$ cat src/rtl/simon_sched_if.sv
// simon_sched_if: plaintext/ciphertext streams and the round-key RAM port
// of the Simon 128/256 sequencer. "master" is the sequencer side.
interface simon_sched_if #(
  parameter int WORD_BITS = 64,
  parameter int RK_AW     = 7
);
  logic                   pt_valid;
  logic                   pt_ready;
  logic [2*WORD_BITS-1:0] pt_data;
  logic                   ct_valid;
  logic                   ct_ready;
  logic [2*WORD_BITS-1:0] ct_data;
  logic                   rk_wr_en;
  logic [RK_AW-1:0]       rk_wr_addr;
  logic [WORD_BITS-1:0]   rk_wr_data;
  logic                   rk_rd_en;
  logic [RK_AW-1:0]       rk_rd_addr;
  logic [WORD_BITS-1:0]   rk_rd_data;

  modport master (
    input  pt_valid, pt_data, ct_ready, rk_rd_data,
    output pt_ready, ct_valid, ct_data,
    output rk_wr_en, rk_wr_addr, rk_wr_data, rk_rd_en, rk_rd_addr
  );

  modport slave (
    output pt_valid, pt_data, ct_ready, rk_rd_data,
    input  pt_ready, ct_valid, ct_data,
    input  rk_wr_en, rk_wr_addr, rk_wr_data, rk_rd_en, rk_rd_addr
  );
endinterface

$ cat src/rtl/simon_sched.sv
// simon_sched: expands a 256-bit key into ROUNDS round keys written to an
// external RAM, then encrypts plaintext blocks one round per cycle using
// keys read back from that RAM (1-cycle read latency).
module simon_sched #(
  parameter int WORD_BITS = 64,
  parameter int ROUNDS    = 72,
  parameter int RK_AW     = 7
) (
  input  logic                   clk,
  input  logic                   rst,
  input  logic [4*WORD_BITS-1:0] init_key,
  input  logic                   key_compute_start,
  output logic                   key_ready,
  output logic                   busy,
  simon_sched_if.master          bus
);
  typedef enum logic [2:0] {S_IDLE, S_KEXP, S_READY, S_ENC, S_DONE} state_t;

  // z4 sequence, index 0 is the leftmost (most significant) bit
  localparam logic [61:0] Z4 =
    62'b11010001111001101011011000100000010111000011001010010011101111;
  localparam logic [RK_AW-1:0]     KEXP_LAST = RK_AW'(ROUNDS - 1);
  localparam logic [RK_AW-1:0]     ENC_LAST  = RK_AW'(ROUNDS);
  localparam logic [WORD_BITS-1:0] C3        = WORD_BITS'(3);

  function automatic logic [WORD_BITS-1:0] rol(input logic [WORD_BITS-1:0] v,
                                               input int unsigned s);
    return (v << s) | (v >> (WORD_BITS - s));
  endfunction

  function automatic logic [WORD_BITS-1:0] ror(input logic [WORD_BITS-1:0] v,
                                               input int unsigned s);
    return (v >> s) | (v << (WORD_BITS - s));
  endfunction

  state_t                    r_state;
  state_t                    w_next;
  logic [RK_AW-1:0]          r_cnt;
  logic [5:0]                r_zidx;
  logic                      r_pend;
  logic                      r_key_ready;
  logic [3:0][WORD_BITS-1:0] r_k;
  logic [WORD_BITS-1:0]      r_x;
  logic [WORD_BITS-1:0]      r_y;

  logic                      w_load_key;
  logic                      w_pt_ready;
  logic                      w_accept;
  logic                      w_start_pend;
  logic                      w_wr_en;
  logic                      w_rd_en;
  logic [61:0]               w_zvec;
  logic [WORD_BITS-1:0]      w_tmp0;
  logic [WORD_BITS-1:0]      w_tmp;
  logic [WORD_BITS-1:0]      w_k_new;
  logic [WORD_BITS-1:0]      w_x_new;

  // a re-key request is honoured if it is pending or arrives this very cycle
  assign w_start_pend = r_pend | key_compute_start;
  assign w_accept     = w_pt_ready & bus.pt_valid;

  // next key word and next round x value
  always_comb begin
    w_zvec  = Z4 << r_zidx;
    w_tmp0  = ror(r_k[3], 3) ^ r_k[1];
    w_tmp   = w_tmp0 ^ ror(w_tmp0, 1);
    w_k_new = ~r_k[0] ^ w_tmp ^ C3 ^ {{(WORD_BITS-1){1'b0}}, w_zvec[61]};
    w_x_new = r_y ^ (rol(r_x, 1) & rol(r_x, 8)) ^ rol(r_x, 2) ^ bus.rk_rd_data;
  end

  // next-state decode; w_load_key marks every entry into key expansion
  always_comb begin
    w_next     = r_state;
    w_load_key = 1'b0;
    w_pt_ready = 1'b0;
    case (r_state)
      S_IDLE: begin
        if (key_compute_start) begin
          w_next     = S_KEXP;
          w_load_key = 1'b1;
        end
      end
      S_KEXP: begin
        if (r_cnt == KEXP_LAST) begin
          if (w_start_pend) begin
            w_next     = S_KEXP;
            w_load_key = 1'b1;
          end else begin
            w_next = S_READY;
          end
        end
      end
      S_READY: begin
        if (key_compute_start) begin
          w_next     = S_KEXP;
          w_load_key = 1'b1;
        end else begin
          w_pt_ready = ~r_pend;
          if (bus.pt_valid && !r_pend) w_next = S_ENC;
        end
      end
      S_ENC: begin
        if (r_cnt == ENC_LAST) w_next = S_DONE;
      end
      S_DONE: begin
        if (bus.ct_ready) begin
          if (w_start_pend) begin
            w_next     = S_KEXP;
            w_load_key = 1'b1;
          end else begin
            w_next = S_READY;
          end
        end
      end
      default: w_next = S_IDLE;
    endcase
  end

  // control state: FSM, counters, pending re-key flag, key_ready
  always_ff @(posedge clk) begin
    if (!rst) begin
      r_state     <= S_IDLE;
      r_cnt       <= '0;
      r_zidx      <= '0;
      r_pend      <= 1'b0;
      r_key_ready <= 1'b0;
    end else begin
      r_state <= w_next;
      if (w_load_key) begin
        r_cnt       <= '0;
        r_zidx      <= '0;
        r_pend      <= 1'b0;
        r_key_ready <= 1'b0;
      end else begin
        if (key_compute_start &&
            (r_state == S_KEXP || r_state == S_ENC || r_state == S_DONE))
          r_pend <= 1'b1;
        case (r_state)
          S_KEXP: begin
            r_zidx <= (r_zidx == 6'd61) ? 6'd0 : r_zidx + 6'd1;
            if (r_cnt == KEXP_LAST) begin
              r_cnt       <= '0;
              r_key_ready <= 1'b1;
            end else begin
              r_cnt <= r_cnt + 1'b1;
            end
          end
          S_READY: if (w_accept) r_cnt <= '0;
          S_ENC:   r_cnt <= (r_cnt == ENC_LAST) ? '0 : r_cnt + 1'b1;
          default: ;
        endcase
      end
    end
  end

  // datapath: key shift register and x/y round state (no reset needed)
  always_ff @(posedge clk) begin
    if (w_load_key)
      r_k <= init_key;
    else if (r_state == S_KEXP)
      r_k <= {w_k_new, r_k[3:1]};
    // round j uses the key read in round j-1, so round 0 only issues a read
    if (w_accept) begin
      {r_x, r_y} <= bus.pt_data;
    end else if (r_state == S_ENC && r_cnt != '0) begin
      r_x <= w_x_new;
      r_y <= r_x;
    end
  end

  assign w_wr_en = (r_state == S_KEXP);
  assign w_rd_en = (r_state == S_ENC) && (r_cnt != ENC_LAST);

  assign bus.rk_wr_en   = w_wr_en;
  assign bus.rk_wr_addr = w_wr_en ? r_cnt : '0;
  assign bus.rk_wr_data = w_wr_en ? r_k[0] : '0;
  assign bus.rk_rd_en   = w_rd_en;
  assign bus.rk_rd_addr = w_rd_en ? r_cnt : '0;
  assign bus.pt_ready   = w_pt_ready;
  assign bus.ct_valid   = (r_state == S_DONE);
  assign bus.ct_data    = (r_state == S_DONE) ? {r_x, r_y} : '0;
  assign key_ready      = r_key_ready;
  assign busy           = (r_state == S_KEXP) || (r_state == S_ENC) ||
                          (r_state == S_DONE);
endmodule
$ cat src/flat_wrapper.sv
// flat-port wrapper written by rule: the top's interface ports become plain ports
module simon_sched_flat 
#(
  parameter int WORD_BITS = 64,
  parameter int ROUNDS    = 72,
  parameter int RK_AW     = 7
)
  (clk, rst, init_key, key_compute_start, key_ready, busy, bus_pt_valid, bus_pt_data, bus_ct_ready, bus_rk_rd_data, bus_pt_ready, bus_ct_valid, bus_ct_data, bus_rk_wr_en, bus_rk_wr_addr, bus_rk_wr_data, bus_rk_rd_en, bus_rk_rd_addr);
  simon_sched_if #(.WORD_BITS(WORD_BITS), .RK_AW(RK_AW)) bus_i ();
  input  logic clk;
  input  logic rst;
  input  logic [4*WORD_BITS-1:0] init_key;
  input  logic key_compute_start;
  output logic key_ready;
  output logic busy;
  input wire logic [$bits(bus_i.pt_valid)-1:0] bus_pt_valid;
  input wire logic [$bits(bus_i.pt_data)-1:0] bus_pt_data;
  input wire logic [$bits(bus_i.ct_ready)-1:0] bus_ct_ready;
  input wire logic [$bits(bus_i.rk_rd_data)-1:0] bus_rk_rd_data;
  output wire logic [$bits(bus_i.pt_ready)-1:0] bus_pt_ready;
  output wire logic [$bits(bus_i.ct_valid)-1:0] bus_ct_valid;
  output wire logic [$bits(bus_i.ct_data)-1:0] bus_ct_data;
  output wire logic [$bits(bus_i.rk_wr_en)-1:0] bus_rk_wr_en;
  output wire logic [$bits(bus_i.rk_wr_addr)-1:0] bus_rk_wr_addr;
  output wire logic [$bits(bus_i.rk_wr_data)-1:0] bus_rk_wr_data;
  output wire logic [$bits(bus_i.rk_rd_en)-1:0] bus_rk_rd_en;
  output wire logic [$bits(bus_i.rk_rd_addr)-1:0] bus_rk_rd_addr;
  assign bus_i.pt_valid = bus_pt_valid;
  assign bus_i.pt_data = bus_pt_data;
  assign bus_i.ct_ready = bus_ct_ready;
  assign bus_i.rk_rd_data = bus_rk_rd_data;
  assign bus_pt_ready = bus_i.pt_ready;
  assign bus_ct_valid = bus_i.ct_valid;
  assign bus_ct_data = bus_i.ct_data;
  assign bus_rk_wr_en = bus_i.rk_wr_en;
  assign bus_rk_wr_addr = bus_i.rk_wr_addr;
  assign bus_rk_wr_data = bus_i.rk_wr_data;
  assign bus_rk_rd_en = bus_i.rk_rd_en;
  assign bus_rk_rd_addr = bus_i.rk_rd_addr;
  simon_sched #(.WORD_BITS(WORD_BITS), .ROUNDS(ROUNDS), .RK_AW(RK_AW)) u_core (.clk(clk), .rst(rst), .init_key(init_key), .key_compute_start(key_compute_start), .key_ready(key_ready), .busy(busy), .bus(bus_i));
endmodule
$ cat config.mk
export PLATFORM = sky130hd
export DESIGN_NAME = simon_sched_flat
export DESIGN_NICKNAME = d
export VERILOG_FILES = /design/src/rtl/simon_sched_if.sv /design/src/rtl/simon_sched.sv /design/src/flat_wrapper.sv
export SDC_FILE = /design/constraint.sdc
export NUM_CORES = 1
export LEC_CHECK = 0
export CAP_MARGIN = 10
export CELL_PAD_IN_SITES_DETAIL_PLACEMENT = 0
export CELL_PAD_IN_SITES_GLOBAL_PLACEMENT = 1
export CORE_MARGIN = 4
export CORE_UTILIZATION = 34
export CTS_BUF_LIST = sky130_fd_sc_hd__clkbuf_8 sky130_fd_sc_hd__clkbuf_16
export CTS_CLUSTER_DIAMETER = 60
export DETAILED_ROUTE_END_ITERATION = 10
export GPL_ROUTABILITY_DRIVEN = 0
export PLACE_DENSITY_LB_ADDON = 0.1
export SYNTH_ARGS = -nofsm -noshare
export SYNTH_HDL_FRONTEND = slang
export SYNTH_SLANG_ARGS = --single-unit
$ cat constraint.sdc
create_clock -name clk -period 8.95 [get_ports clk]
set_input_delay 1.79 -clock clk [delete_from_list [all_inputs] [get_ports clk]]
set_output_delay 1.79 -clock clk [all_outputs]
set_load 0.05 [all_outputs]
==> flow_summary.toml, run 1 <==
[yosys]
yosys.cell_types.count = 50
synth_async_sr_flop_share = 0
yosys_warnings = 0
postSynth.topFlopCell = "edfxtp_1"
part_of_the_yosys_area_used_for_sequential_elements = 0.535
synth_enable_flop_cells = 384
synth_cells = 1736
postSynthAreaPerCell_um2 = 12.8
synth.ff_latch_count = 402
synthesis.area_um2 = 22200
syn_nets = 2194

[cts]
inserted_clock_buffers = 51
cts_root_buffer_type = "clkbuf_16"
resized_cells_post_cts = 0
tritoncts_num_sinks = 402
h_tree_levels = 2
cts.reportedPaths.clkPinSlew_ps = 60
tritoncts = "built"
maximum_number_of_buffers_from_clock_root_to_sink = 3
hold_buffers = 0
clkLatencyLatePin_ps = 590
post_cts.repair.setup_buffers = 0

[timing]
timing_max_transition_violations_final = 0
finalCriticalPeriod_ps = 5420
setup_total_negative_slack_ps = 0
maxSlewHeadroom = 0.228
fin_crit_sh = 0.606
timing.final.ws_setup_ps = 3530
unrepaired_setup_endpoints_after_global_routing = "no"
timing_worst_slew_pin_value_ps = 1160
final-hold-violation-count = 0
report.final.setup_viol = 0
max_freq_mhz = 184
worst_clock_skew_on_the_final_layout_ps = 18.5

[floorplanning]
fp.dieH_um = 264
boundaryPins = 665
die_w_um = 264
floorplan.rows = 93
start_util = 0.344
design.core.area_um2 = 64600
die_area_um2 = 69600

[global_route]
antenna_found_initial = 44
globalRouteOverflowTotal = 0
vias_in_the_first_global_route = 16700
grt_max_degree = 165
global_route_wire_length_before_repair_um = 111000
global_route.usage.total = 0.211

[min_path]
worstHoldPathType = "reg2reg"
worstHoldStart = "u_core.key_ready"

[drt]
drtPass1Iterations = 5
drt-vias-per-instance = 4.83
post_drt_wl_per_cell_um = 23.5
initialDrtViolationCount = 1062
finalWirelength_um = 77500
via_count = 15900
drcViolationCount = 0
ant_nets = 0

[layout]
commonest_cells_after_routing_fill_and_taps_aside = "clkdlybuf4s50_1 (664), edfxtp_1 (384), mux2_2 (295)"
layout-drive-gt1-share = 0.162
final_common_cell = "clkdlybuf4s50_1"
n_fill_cell = 5883
final_cells = 3299
finish.net_count = 2830
syn2layout_area_growth_pct = 41.4

[setup_path]
critical_path.slowest_cell = "clkdlybuf4s50_1"
crit_path_max_incr_delay_ps = 830
cp_cell_sequence = "clkdlybuf4s50_1 -> nor2_1 -> and3_1 -> clkdlybuf4s50_1"
critical_path.reg2reg.startpoint = "u_core.r_state[1]"
cp_common_cell = "clkdlybuf4s50_1"
crit_path_launch_type = "input port"
critPathRequiredTime_ps = 7160
endpoint_kind = "output port"
critPathArrivalTime_ps = 3630
startpoint = "key_compute_start"
critPathKind = "in2out"
worst-path-max-fanout = 8

[place]
io_buf_count = 664
place_hpwl_um = 57500
placed_cells_incl_taps = 3174
place_worst_setup_slack_ps = 3550

[power]
power_density_nw_per_um2 = 228
fin_total_pwr_mw = 7.19
worst_ir_drop_vdd_mv = 0.142
p_leak_nw = 11.3

[status]
run_status = "completed"

[run]
maxCapViolCount = 0
## path summary, 6_finish.rpt
check | end | slack, ps | cells past startpoint
max | bus_pt_ready | 3530 | 4
min | u_core.key_ready | 480 | 2
max reg2reg | u_core.r_k[147] | 5130 | 7
min reg2reg | u_core.key_ready | 480 | 2
## layer usage
| layer | global-route usage | part of all wire |
|---|---|---|
| met3 | 0.0727 | 0.080 |
| met4 | 0.0808 | 0.026 |
| met5 | 0 | 0.0022 |
| met2 | 0.368 | 0.51 |
| met1 | 0.238 | 0.38 |
## registers in the layout, indices dropped and copies added, names as in the netlist
| name | flops |
|---|---|
| u_core.r_zidx | 6 |
| u_core.r_k | 256 |
| u_core.r_x | 64 |
| u_core.r_y | 64 |
| u_core.r_cnt | 7 |
| u_core.r_pend | 1 |
| u_core.r_state | 3 |
| u_core.key_ready | 1 |
## report_power, final
part           internal (mW)  switching [mW]  leakage (nW)
Combinational           1.25            1.01          6.67
Sequential              2.63           0.252          3.82
Clock                   1.21           0.835         0.850
Total                   5.09            2.10          11.3
## stage by stage
step,instance area (µm²),hold WS (ps),utilization
global placement,29700,457,0.460
floorplan,22200,508,-
global route,31400,498,0.487
CTS,31400,483,0.486
finish,31500,477,0.487
detailed placement,29700,468,0.460
## synthesized netlist by cell type (all sizes together) (8+ instances only)
cell type,instances,area (µm²)
nor2,82,308
edfxtp,384,11500
a21oi,71,355
clkbuf,50,188
xor2,131,1150
and2,76,475
buf,44,233
nand2,81,304
xnor2,265,2320
dfxtp,18,360
nor3,8,45.0
mux2,320,3600
and3,130,813
inv,11,41.3
## final cells by class
cell class	instances	area (µm²)	share of cell area
Tap cell	855	1070	0.0340
Clock buffer	54	1330	0.0422
Sequential cell	402	11900	0.378
Antenna cell	31	77.6	0.00247
Timing Repair Buffer	677	6770	0.215
Clock inverter	40	325	0.0103
Multi-Input combinational cell	1229	9940	0.316
Inverter	11	41.3	0.00131
## cells by family (layout without fill, tap and decap cells)
family / Yosys count / count (layout) / share of synthesized area
multiplexers: 322 / 322 / 0.163
XOR/XNOR: 396 / 396 / 0.156
buffers and inverters: 105 / 782 / 0.0208
flip-flops: 402 / 402 / 0.535
AND/OR/NAND/NOR: 404 / 404 / 0.0965
adder cells (fa/ha/maj): 5 / 5 / 0.00281
AO/OA/AOI/OAI: 102 / 102 / 0.0267
other: 0 / 31 / 0
## worst max-delay path, delay by kind of cell
kind	cells	cell delay [ps]
buffers and inverters	2	1400
AND/OR/NAND/NOR	2	450
Power figures use the tool's default switching activity.
==> run 2, diff against run 1 <==
- CORE_AREA: default -> 4 4 255 257
- CORE_MARGIN: 4 -> default
- CORE_UTILIZATION: 34 -> default
- DIE_AREA: default -> 0 0 259 261
- clock period: 8.95 -> 5 ns (I/O delays scaled with it)
==> run 2 against run 1 <==
Net effect: setup slack worse by 2900 ps; critical path depth fell by 1; sequential share of layout area fell by 0.22 points; routed wire length increased by 1.3%; global-route usage increased by 0.98 points; clock skew down 1.9 ps; non-clock buffer count grew 15; clock power is 77% higher; clock-buffer cell count fell by 3; combinational power is 80% higher.
==> flow_summary.toml, run 2 (synthesized netlist as in run 1, its figures left out) <==
[place]
place_worst_setup_slack_ps = 1110
placed_cells_incl_taps = 3180
io_buf_count = 664
dpl-instance-area_um2 = 30000
place_hpwl_um = 59200

[cts]
cts.reportedPaths.clkPinSlew_ps = 50
maximum_number_of_buffers_from_clock_root_to_sink = 3
clkLatencyLatePin_ps = 580
cts_root_buffer_type = "clkbuf_16"
tritoncts = "built"
h_tree_levels = 2
tritoncts_num_sinks = 402
post_cts.repair.setup_buffers = 0
resized_cells_post_cts = 0
hold_buffers = 0
inserted_clock_buffers = 50

[floorplanning]
start_util = 0.355
fp.dieH_um = 261
die_area_um2 = 67600
boundaryPins = 665
die_w_um = 259
design.core.area_um2 = 62700
floorplan.rows = 92

[power]
worst_ir_drop_vdd_mv = 0.254
p_leak_nw = 11.5
power_density_nw_per_um2 = 406

[layout]
final_cells = 3293
finish.net_count = 2844
max_reg_flops = 256
final_common_cell = "clkdlybuf4s50_1"
registers.top_by_ff_count = "u_core.r_k"
commonest_cells_after_routing_fill_and_taps_aside = "clkdlybuf4s50_1 (664), edfxtp_1 (384), mux2_2 (295)"
final_util = 0.504
syn2layout_area_growth_pct = 42.2
post_route_cell_area_um2 = 31600
biggestRegsByFlops = "u_core.r_k x256, u_core.r_x x64, u_core.r_y x64"
layout-drive-gt1-share = 0.166

[global_route]
global_route.usage.total = 0.221
globalRouteOverflowTotal = 0
grt_max_degree = 123
antenna_found_initial = 41
vias_in_the_first_global_route = 16600
global_route_wire_length_before_repair_um = 112000

[drt]
finalWirelength_um = 78600
initialDrtViolationCount = 1044
via_count = 16100
drcViolationCount = 0
drt-vias-per-instance = 4.89
post_drt_wl_per_cell_um = 23.9
drtPass1Iterations = 6
ant_nets = 0

[setup_path]
crit_path_launch_type = "register"
worst-path-max-fanout = 88
critPathArrivalTime_ps = 3340
critPathKind = "reg2out"
critPathRequiredTime_ps = 4000
endpoint_kind = "output port"

[timing]
worst_clock_skew_on_the_final_layout_ps = 16.6
report.final.setup_viol = 0
timing_worst_slew_pin_value_ps = 840
fin_crit_sh = 0.867
max_freq_mhz = 231
unrepaired_setup_endpoints_after_global_routing = "no"
timing_max_transition_violations_final = 0
final-hold-violation-count = 0
timing.final.ws_setup_ps = 664
setup_total_negative_slack_ps = 0
finalCriticalPeriod_ps = 4340
maxSlewHeadroom = 0.440

[min_path]
worstHoldPathType = "reg2reg"

[run]
maxCapViolCount = 0

[status]
run_status = "completed"
-- run 2: per-layer routing --
layer	vias up	track usage	share of wire
met4	38	0.0775	0.027
met5	-	0	0.0038
met2	551	0.384	0.51
met1	7853	0.259	0.38
met3	139	0.0684	0.079
li1	7534	-	-
-- run 2: final timing paths --
check	startpoint	to	slack, ps	cells past startpoint
worst max-delay path	u_core.r_state[2]	bus_ct_data[11]	660	3
worst max register to register	u_core.r_state[2]	u_core.r_k[1]	1960	6
worst min-delay path	u_core.key_ready	u_core.key_ready	480	2
worst min register to register	u_core.key_ready	u_core.key_ready	480	2
-- run 2: power breakdown --
part | internal (mW) | leakage (nW) | switching [mW] | total, mW
Combinational | 2.26 | 6.80 | 1.80 | 4.06
Sequential | 4.71 | 3.82 | 0.452 | 5.16
Clock | 2.15 | 0.851 | 1.48 | 3.63
Total | 9.12 | 11.5 | 3.73 | 12.9
-- run 2: critical path, cell delays in order, from the launching register on --
cell and delay [ps]:
dfxtp_4 730, buf_4 750, and3_1 260, clkdlybuf4s50_1 960
-- run 2: layout make-up --
class | instances | area [µm²]
flip-flops and latches | 402 | 11900
fillers | 5571 | 31100
well taps | 846 | 1060
inverters | 11 | 41.3
multi-input cells | 1229 | 9950
clock buffers | 51 | 1280
diodes | 21 | 52.6
clock inverters | 41 | 343
repair buffers | 692 | 7020
-- run 2: metrics by stage --
stage | total power, mW | hold WS [ps]
global route | 13.5 | 531
finish | 12.9 | 478
CTS | 13.0 | 482
global placement | 9.27 | 467
floorplan | 8.10 | 508
detailed placement | 9.32 | 468
==> run 3, diff against run 2 <==
- CELL_PAD_IN_SITES_DETAIL_PLACEMENT: 0 -> default
- CELL_PAD_IN_SITES_GLOBAL_PLACEMENT: 1 -> default
- HOLD_SLACK_MARGIN: default -> 0.06
- SKIP_CTS_REPAIR_TIMING: default -> 1
==> run 3 against run 2 <==
Net effect: highest routed layer unchanged; clock power fell by 5%; register-to-register slack got worse by 40 ps; routed wire length fell by 1.8%; sequential power barely moved; clock skew fell by 0.77 ps; cell area fell by 0.28%; core utilization fell by 0.14 points; global-route usage fell by 0.45 points; sequential share of layout area rose by 0.11 points; critical path depth rose by 1.
==> flow_summary.toml, run 3 (synthesized netlist as in run 1, its figures left out) <==
[drt]
drt-vias-per-instance = 4.91
drcViolationCount = 0
drtPass1Iterations = 6
post_drt_wl_per_cell_um = 23.4
initialDrtViolationCount = 990
ant_nets = 0
via_count = 16200
finalWirelength_um = 77200

[setup_path]
critPathArrivalTime_ps = 3410
critPathRequiredTime_ps = 4000
endpoint_kind = "output port"
critPathKind = "reg2out"
worst-path-max-fanout = 14
crit_path_launch_type = "register"
worstRegToRegCells = 5

[layout]
biggestRegsByFlops = "u_core.r_k x256, u_core.r_x x64, u_core.r_y x64"
final_common_cell = "clkdlybuf4s50_1"
registers.top_by_ff_count = "u_core.r_k"
layout-drive-gt1-share = 0.164
max_reg_flops = 256
final_util = 0.503
commonest_cells_after_routing_fill_and_taps_aside = "clkdlybuf4s50_1 (664), edfxtp_1 (384), mux2_2 (295)"
finish.net_count = 2843
syn2layout_area_growth_pct = 41.8
final_cells = 3299

[cts]
cts.reportedPaths.clkPinSlew_ps = 60
clkLatencyLatePin_ps = 590
h_tree_levels = 2
tritoncts = "built"
tritoncts_num_sinks = 402
cts_root_buffer_type = "clkbuf_16"
maximum_number_of_buffers_from_clock_root_to_sink = 3
inserted_clock_buffers = 51

[timing]
final-hold-violation-count = 0
unrepaired_setup_endpoints_after_global_routing = "no"
finalCriticalPeriod_ps = 4410
timing_worst_slew_pin_value_ps = 1050
maxSlewHeadroom = 0.298
timing_max_transition_violations_final = 0
worst_clock_skew_on_the_final_layout_ps = 15.8
setup_total_negative_slack_ps = 0
fin_crit_sh = 0.883
finalHoldWorstSlack_ps = 486
report.final.setup_viol = 0
max_freq_mhz = 227

[place]
place_hpwl_um = 58400
io_buf_count = 664
placed_cells_incl_taps = 3178

[floorplanning]
design.core.area_um2 = 62700
floorplan.rows = 92
die_w_um = 259
fp.dieH_um = 261
start_util = 0.355
boundaryPins = 665
die_area_um2 = 67600

[power]
pwr-share-clk = 0.272
p_leak_nw = 11.4
sequentialPowerShare = 0.406
p_sw_frac = 0.296
p_switching_mw = 3.75
worst_ir_drop_vdd_mv = 0.325
power_density_nw_per_um2 = 402
comb_power_share = 0.322
cellInternalPower_mw = 8.93
fin_total_pwr_mw = 12.7

[min_path]
worstHoldPathCells = 2
worstHoldPathType = "reg2reg"

[global_route]
grt_max_degree = 127
global_route_wire_length_before_repair_um = 110000
globalRouteOverflowTotal = 0
antenna_found_initial = 44
vias_in_the_first_global_route = 16800
global_route.usage.total = 0.216

[status]
run_status = "completed"

[run]
maxCapViolCount = 0
run 3: cell count changes in the layout (fill, tap and decap cells not counted), sizes merged:
cell	before	now
buf	28	26
diode	21	29
clkbuf	51	53
clkinv	13	19
inv	31	28
bufinv	6	1
run 3: area by class of cell:
cell class	count	area [µm²]
diodes	29	72.6
inverters	11	41.3
well taps	846	1060
clock inverters	39	223
fillers	5516	31200
flip-flops and latches	402	11900
repair buffers	690	6980
multi-input cells	1229	9950
clock buffers	53	1330
run 3: worst paths after layout:
kind / startpoint / to / slack (ps)
worst min-delay path: u_core.key_ready / u_core.key_ready / 490
worst max-delay path: u_core.r_state[0] / bus_rk_wr_data[10] / 590
worst min register to register: u_core.key_ready / u_core.key_ready / 490
worst max register to register: u_core.r_state[0] / u_core.r_k[223] / 1920
run 3: worst max-delay path, stage by stage (launching register included):
cell and delay, ps:
dfxtp_1 570, nor3b_4 810, buf_4 340, and2_1 250
clkdlybuf4s50_1 850
run 3: power groups by stage:
stage	clock network, mW	logic [mW]	registers, mW
2_1_floorplan	0	3.07	5.03
3_3_place_gp	0	4.07	5.22
3_5_place_dp	0	4.12	5.22
4_1_cts	3.53	4.16	5.16
5_1_grt	3.68	4.47	5.22
6_report	3.45	4.09	5.15
run 3: stage by stage:
stage / cell area, µm² / setup WS (ps)
global route: 31500 / 399
finish: 31500 / 585
global placement: 29900 / 1150
CTS: 31500 / 465
detailed placement: 29900 / 1110
floorplan: 22300 / 578
run 3: metal layers:
layer	wire length (µm)	global-route usage	part of all wire
met1	29500	0.249	0.38
met4	2970	0.0985	0.038
met3	6030	0.0687	0.078
met2	38500	0.369	0.50
met5	176	0	0.0023
==> RTL change 1: new RTL, flow settings as in run 3 <==
`ROUNDS` is set to 72 in 2 places; all go to 36.
--- a/src/rtl/simon_sched.sv
+++ b/src/rtl/simon_sched.sv
@@ -3,7 +3,7 @@
 // keys read back from that RAM (1-cycle read latency).
 module simon_sched #(
   parameter int WORD_BITS = 64,
-  parameter int ROUNDS    = 72,
+  parameter int ROUNDS    = 36,
   parameter int RK_AW     = 7
 ) (
   input  logic                   clk,
--- a/src/flat_wrapper.sv
+++ b/src/flat_wrapper.sv
@@ -2,7 +2,7 @@
 module simon_sched_flat 
 #(
   parameter int WORD_BITS = 64,
-  parameter int ROUNDS    = 72,
+  parameter int ROUNDS    = 36,
   parameter int RK_AW     = 7
 )
   (clk, rst, init_key, key_compute_start, key_ready, busy, bus_pt_valid, bus_pt_data, bus_ct_ready, bus_rk_rd_data, bus_pt_ready, bus_ct_valid, bus_ct_data, bus_rk_wr_en, bus_rk_wr_addr, bus_rk_wr_data, bus_rk_rd_en, bus_rk_rd_addr);
Check against the original RTL: no difference found for any inputs over 4 cycles, from zero or initial values and one cycle with rst low; that may be too few to reach the edited logic, so the function may still have changed.
==> RTL change 1 against run 3 <==
Total power grew 13%; clock power grew 9.9%; synthesized area grew 1.0%; final area grew 0.54%; routed wire length grew 1.4%; count of clock-buffer cells in the layout is the same; sequential cell count is the same; hold slack lost 0.015 ns; setup slack lost 0.22 ns; global-route usage grew 0.32 points; sequential share of layout area shrank 0.21 points; register-to-register slack lost 0.54 ns; critical path depth is the same; combinational power grew 26%; critical path type unchanged.
==> RTL change 1: results (changes against run 3) <==
status=complete, no violations (unchanged); Final Skew=0.0178 ns (was 0.0158 ns); syn_nets=2259 (was 2194); Post-synth EDFFs=384 (unchanged); placed cells=3233 (was 3178); cts bufs inserted=51 (unchanged); IO buf count=664 (unchanged); Post-Layout Cell Count=3340 (was 3299); largest net degree at the start of global routing=131 (was 127); CP top delay family=buffers and inverters (unchanged); Finish-stage setup viols=0 (unchanged); crit path max fanout=130 (was 14); final wirelength=78.3 mm (was 77.2 mm); Mapped Avg Cell Area=12.5 sq um (was 12.8 sq um); Regs by FF count=u_core.r_k: 256 flops, u_core.r_x: 64 flops, u_core.r_y: 64 flops (unchanged); dominant synthesized flop cell=edfxtp_1 (unchanged); first-pass GRT wire length=112 mm (was 110 mm); static leakage=11.5 nW (was 11.4 nW); synth cell count leaders=edfxtp_1 (384), xnor2_1 (304), nand2_1 (145) (was edfxtp_1 (384), mux2_2 (295), xnor2_1 (265)); Pre-antenna DRT Iters=5 (was 6); share of layout cells above drive strength 1=0.104 (was 0.164); worst endpoint data arrival time=3.63 ns (was 3.41 ns); clock slew at reported path FFs=0.06 ns (about the same); FFs w/ async S/R, synth=0 (unchanged); number of global-route vias before repair=17000 (was 16800); nets=2898 (was 2843); initial antenna violation count=31 (was 44); Yosys Warn Count=0 (unchanged); CP max stage cell=clkdlybuf4s50_1 (unchanged); Setup WS pre-CTS=1.08 ns (was 1.11 ns); VDD IR max=0.000345 V (was 0.000325 V); Clock Latency Late Sink=0.58 ns; clk buf depth=3 (unchanged); Detailed Place HPWL=58.7 mm (was 58.4 mm); Filler Cell Count=5655 (was 5516); top post-synthesis cells by area=edfxtp_1 (51%), xnor2_1 (12%), mux2_1 (5.4%) (was edfxtp_1 (52%), mux2_2 (15%), xnor2_1 (10%)); Synth cell types=57 (was 50); core area=62700 sq um (unchanged); Tot GR Track Use=0.219 (was 0.216); 1st-iter DRT viols=1032 (was 990); CP peak stage delay=0.84 ns; Worst Hold Class=flop to flop (unchanged); H-tree depth=2 (unchanged); register area share after synthesis=0.529 (was 0.535); Worst slew margin=0.172 (was 0.298); Vias/cell=4.94 (was 4.91); root buf cell=clkbuf_16 (unchanged)
RTL change 1: worst paths after layout:
kind	start	end	slack [ns]	cells after the start
setup / recovery	u_core.r_state[2]$_SDFFE_PN0P_	bus_ct_data[8]	0.37	4
hold / removal	u_core.key_ready$_SDFFE_PP0P_	u_core.key_ready$_SDFFE_PP0P_	0.47	2
setup reg to reg	u_core.r_state[2]$_SDFFE_PN0P_	u_core.r_k[178]$_DFFE_PP_	1.38	6
hold reg to reg	u_core.key_ready$_SDFFE_PP0P_	u_core.key_ready$_SDFFE_PP0P_	0.47	2
RTL change 1: cell families after synthesis:
kind of cell	count (synthesis)	synth area share
mux	257	0.140
fa+ha+maj	5	0.00278
flops	402	0.529
buf+inv	110	0.0269
compound gates	162	0.0405
simple gates	470	0.107
xor+xnor	395	0.154
RTL change 1: final cells by class:
| cell class | count | area share |
|---|---|---|
| multi-input cells | 1289 | 0.316 |
| flip-flops and latches | 402 | 0.375 |
| inverters | 10 | 0.00118 |
| repair buffers | 686 | 0.219 |
| clock buffers | 53 | 0.0418 |
| diodes | 15 | 0.00118 |
| well taps | 846 | 0.0334 |
| clock inverters | 39 | 0.0120 |
RTL change 1: layer usage:
| layer | global-route usage | vias up | share of wire |
|---|---|---|---|
| li1 | - | 7670 | - |
| met1 | 0.263 | 8159 | 0.39 |
| met2 | 0.388 | 509 | 0.52 |
| met3 | 0.0576 | 127 | 0.070 |
| met4 | 0.0688 | 34 | 0.023 |
| met5 | 0 | - | 0.0027 |
RTL change 1: metrics by stage:
step	utilization	cell area (sq um)
after global routing	0.505	31700
after CTS	0.505	31700
after floorplan	-	22500
final	0.506	31700
after detailed placement	0.478	30000
after global placement	0.478	30000
RTL change 1: power breakdown:
part	switching, W	total [W]	internal, W
logic	0.00255	0.00514	0.00259
registers	0.000537	0.00542	0.00489
clock network	0.00151	0.00379	0.00228
RTL change 1: worst register-to-register path: cells and delay by family (launching register included):
kind,cells,cell delay [ns]
AO/OA/AOI/OAI,2,0.94
buffers and inverters,2,1.22
flip-flops,1,0.62
multiplexers,1,0.36
AND/OR/NAND/NOR,1,0.23
==> RTL change 2: new RTL, settings of run 3 <==
Made on the original files. One comparison of `r_cnt` changes from == to >=.
--- a/src/rtl/simon_sched.sv
+++ b/src/rtl/simon_sched.sv
@@ -81,7 +81,7 @@
         end
       end
       S_KEXP: begin
-        if (r_cnt == KEXP_LAST) begin
+        if (r_cnt >= KEXP_LAST) begin
           if (w_start_pend) begin
             w_next     = S_KEXP;
             w_load_key = 1'b1;
Check against the original RTL: same outputs for any inputs over 4 cycles, from zero or initial values and one cycle with rst low; that may be too few to reach the edited logic, so the function may still have changed.
==> RTL change 2 against run 3 <==
Total power rose by 2.1%; synthesized cell count rose by 27%; sequential power rose by 0.8%; final area fell by 0.27%; routed wire length fell by 0.76%; sequential cell count did not move; synthesized area barely moved; setup slack barely moved; first-iteration DRC count rose by 10%; critical endpoint is now bus_rk_wr_data[42]; largest cell class unchanged; largest power group unchanged.
==> RTL change 2: results (changes against run 3) <==
syn_nets=2665 (was 2194); CP max stage cell=clkdlybuf4s50_1 (unchanged); DR WL/cell=20.5 um (was 23.4 um); met2 wire len=38.6 mm (was 38.5 mm); synth cell count leaders=nand2_1 (653), edfxtp_1 (384), xnor2_1 (323) (was edfxtp_1 (384), mux2_2 (295), xnor2_1 (265)); Final Skew=0.0218 ns (was 0.0158 ns); Setup WS pre-CTS=1.17 ns (was 1.11 ns); detailed-route via count=17700 (was 16200); CP top delay family=buffers and inverters (unchanged); grt met3 use=0.0651 (was 0.0687); static leakage=11.7 nW (was 11.4 nW); clk buf depth=3 (unchanged); VDD IR max=0.000260 V (was 0.000325 V); met1 Track Usage GR=0.252 (was 0.249); root buf cell=clkbuf_16 (unchanged); Yosys Warn Count=0 (unchanged); H-tree depth=2 (unchanged); first-pass GRT wire length=112 mm (was 110 mm); DR WL met3=6.02 mm (was 6.03 mm); Filler Cell Count=5816 (was 5516); top post-synthesis cells by area=edfxtp_1 (52%), xnor2_1 (13%), nand2_1 (11%) (was edfxtp_1 (52%), mux2_2 (15%), xnor2_1 (10%)); switching part of the total power=0.302 (was 0.296); clock slew at reported path FFs=0.05 ns; Worst Hold Class=flop to flop (unchanged); DRT met1 WL=29.5 mm (about the same); dominant synthesized flop cell=edfxtp_1 (unchanged); Tot GR Track Use=0.216 (about the same); share of layout cells above drive strength 1=0.0599 (was 0.164); initial antenna violation count=48 (was 44); Synth cell types=49 (was 50); cts bufs inserted=50 (was 51); IO buf count=664 (unchanged); Top Metal Used=met5 (unchanged); worst endpoint data arrival time=3.41 ns (about the same); largest net degree at the start of global routing=193 (was 127); CP peak stage delay=0.81 ns (was 0.85 ns); crit path max fanout=72 (was 14); nets=3289 (was 2843); Clock Latency Late Sink=0.58 ns; Pre-antenna DRT Iters=5 (was 6); Regs by FF count=u_core.r_k: 256 flops, u_core.r_x: 64 flops, u_core.r_y: 64 flops (unchanged); Worst slew margin=0.295 (was 0.298); sequential cell area=11900 sq um (about the same); GR Util met2=0.376 (was 0.369); FFs w/ async S/R, synth=0 (unchanged); register area share after synthesis=0.534 (was 0.535); 1st-iter DRT viols=1092 (was 990); status=complete, no violations (unchanged); Post-synth EDFFs=384 (unchanged); Detailed Place HPWL=57.8 mm (was 58.4 mm)
-- RTL change 2: cell types whose count changed after synthesis, moves of 60 or more --
| cell | run 3 | this run |
|---|---|---|
| nor2_1 | 82 | 151 |
| xor2_1 | 131 | 71 |
| nand2_1 | 81 | 653 |
| and3_1 | 130 | 3 |
| a21oi_1 | 71 | 139 |
| mux2_2 | 295 | 64 |
| and2_1 | 76 | 200 |
-- RTL change 2: final timing paths --
check                                                     from                            end  slack [ns]  depth (start not counted)
worst max register to register  u_core.r_state[2]$_SDFFE_PN0P_      u_core.r_k[214]$_DFFE_PP_        1.86                          6
worst min-delay path             u_core.key_ready$_SDFFE_PP0P_  u_core.key_ready$_SDFFE_PP0P_        0.51                          2
worst min register to register   u_core.key_ready$_SDFFE_PP0P_  u_core.key_ready$_SDFFE_PP0P_        0.51                          2
worst max-delay path            u_core.r_state[0]$_SDFFE_PN0P_             bus_rk_wr_data[42]        0.59                          5
-- RTL change 2: tightest hold or removal path, cell delays in order, from the launching register on --
cell and delay [ns]:
dfxtp_1 0.34, a21oi_1 0.05, nor2_1 0.08
-- RTL change 2: stage by stage --
step / std cells / util / power (W) / instance area, sq um / hold slack [ns]
3_3_place_gp: 3624 / 0.474 / 0.00927 / 29700 / 0.494
4_1_cts: 3716 / 0.500 / 0.0131 / 31400 / 0.516
6_report: 3743 / 0.502 / 0.0129 / 31500 / 0.508
3_5_place_dp: 3624 / 0.474 / 0.00932 / 29700 / 0.504
2_1_floorplan: 2206 / - / 0.00817 / 22300 / 0.491
5_1_grt: 3735 / 0.501 / 0.0137 / 31400 / 0.533
-- RTL change 2: cells by family (layout without fill, tap and decap cells) --
family                   after synthesis  in the layout  synth area share
AO/OA/AOI/OAI                        171            171            0.0433
XOR/XNOR                             394            394             0.155
adder cells (fa/ha/maj)                6              6           0.00337
buffers and inverters                118            782            0.0257
flip-flops                           402            402             0.534
multiplexers                          64             64            0.0324
other                                  0             27                 0
AND/OR/NAND/NOR                     1051           1051             0.206
-- RTL change 2: layout make-up --
type | count | area share
antenna | 27 | 0.00215
clock buffer | 53 | 0.0414
clock inverter | 39 | 0.0117
inverter | 9 | 0.00107
multi-input combinational | 1686 | 0.312
sequential | 402 | 0.378
tap | 846 | 0.0336
timing repair buffer | 681 | 0.220
-- RTL change 2: power by group through the flow --
stage | clock, W | combinational (W) | sequential [W]
finish | 0.00371 | 0.00405 | 0.00519
global route | 0.00394 | 0.00448 | 0.00526
CTS | 0.00380 | 0.00411 | 0.00520
detailed placement | 0 | 0.00406 | 0.00526
global placement | 0 | 0.00402 | 0.00525
floorplan | 0 | 0.00308 | 0.00509
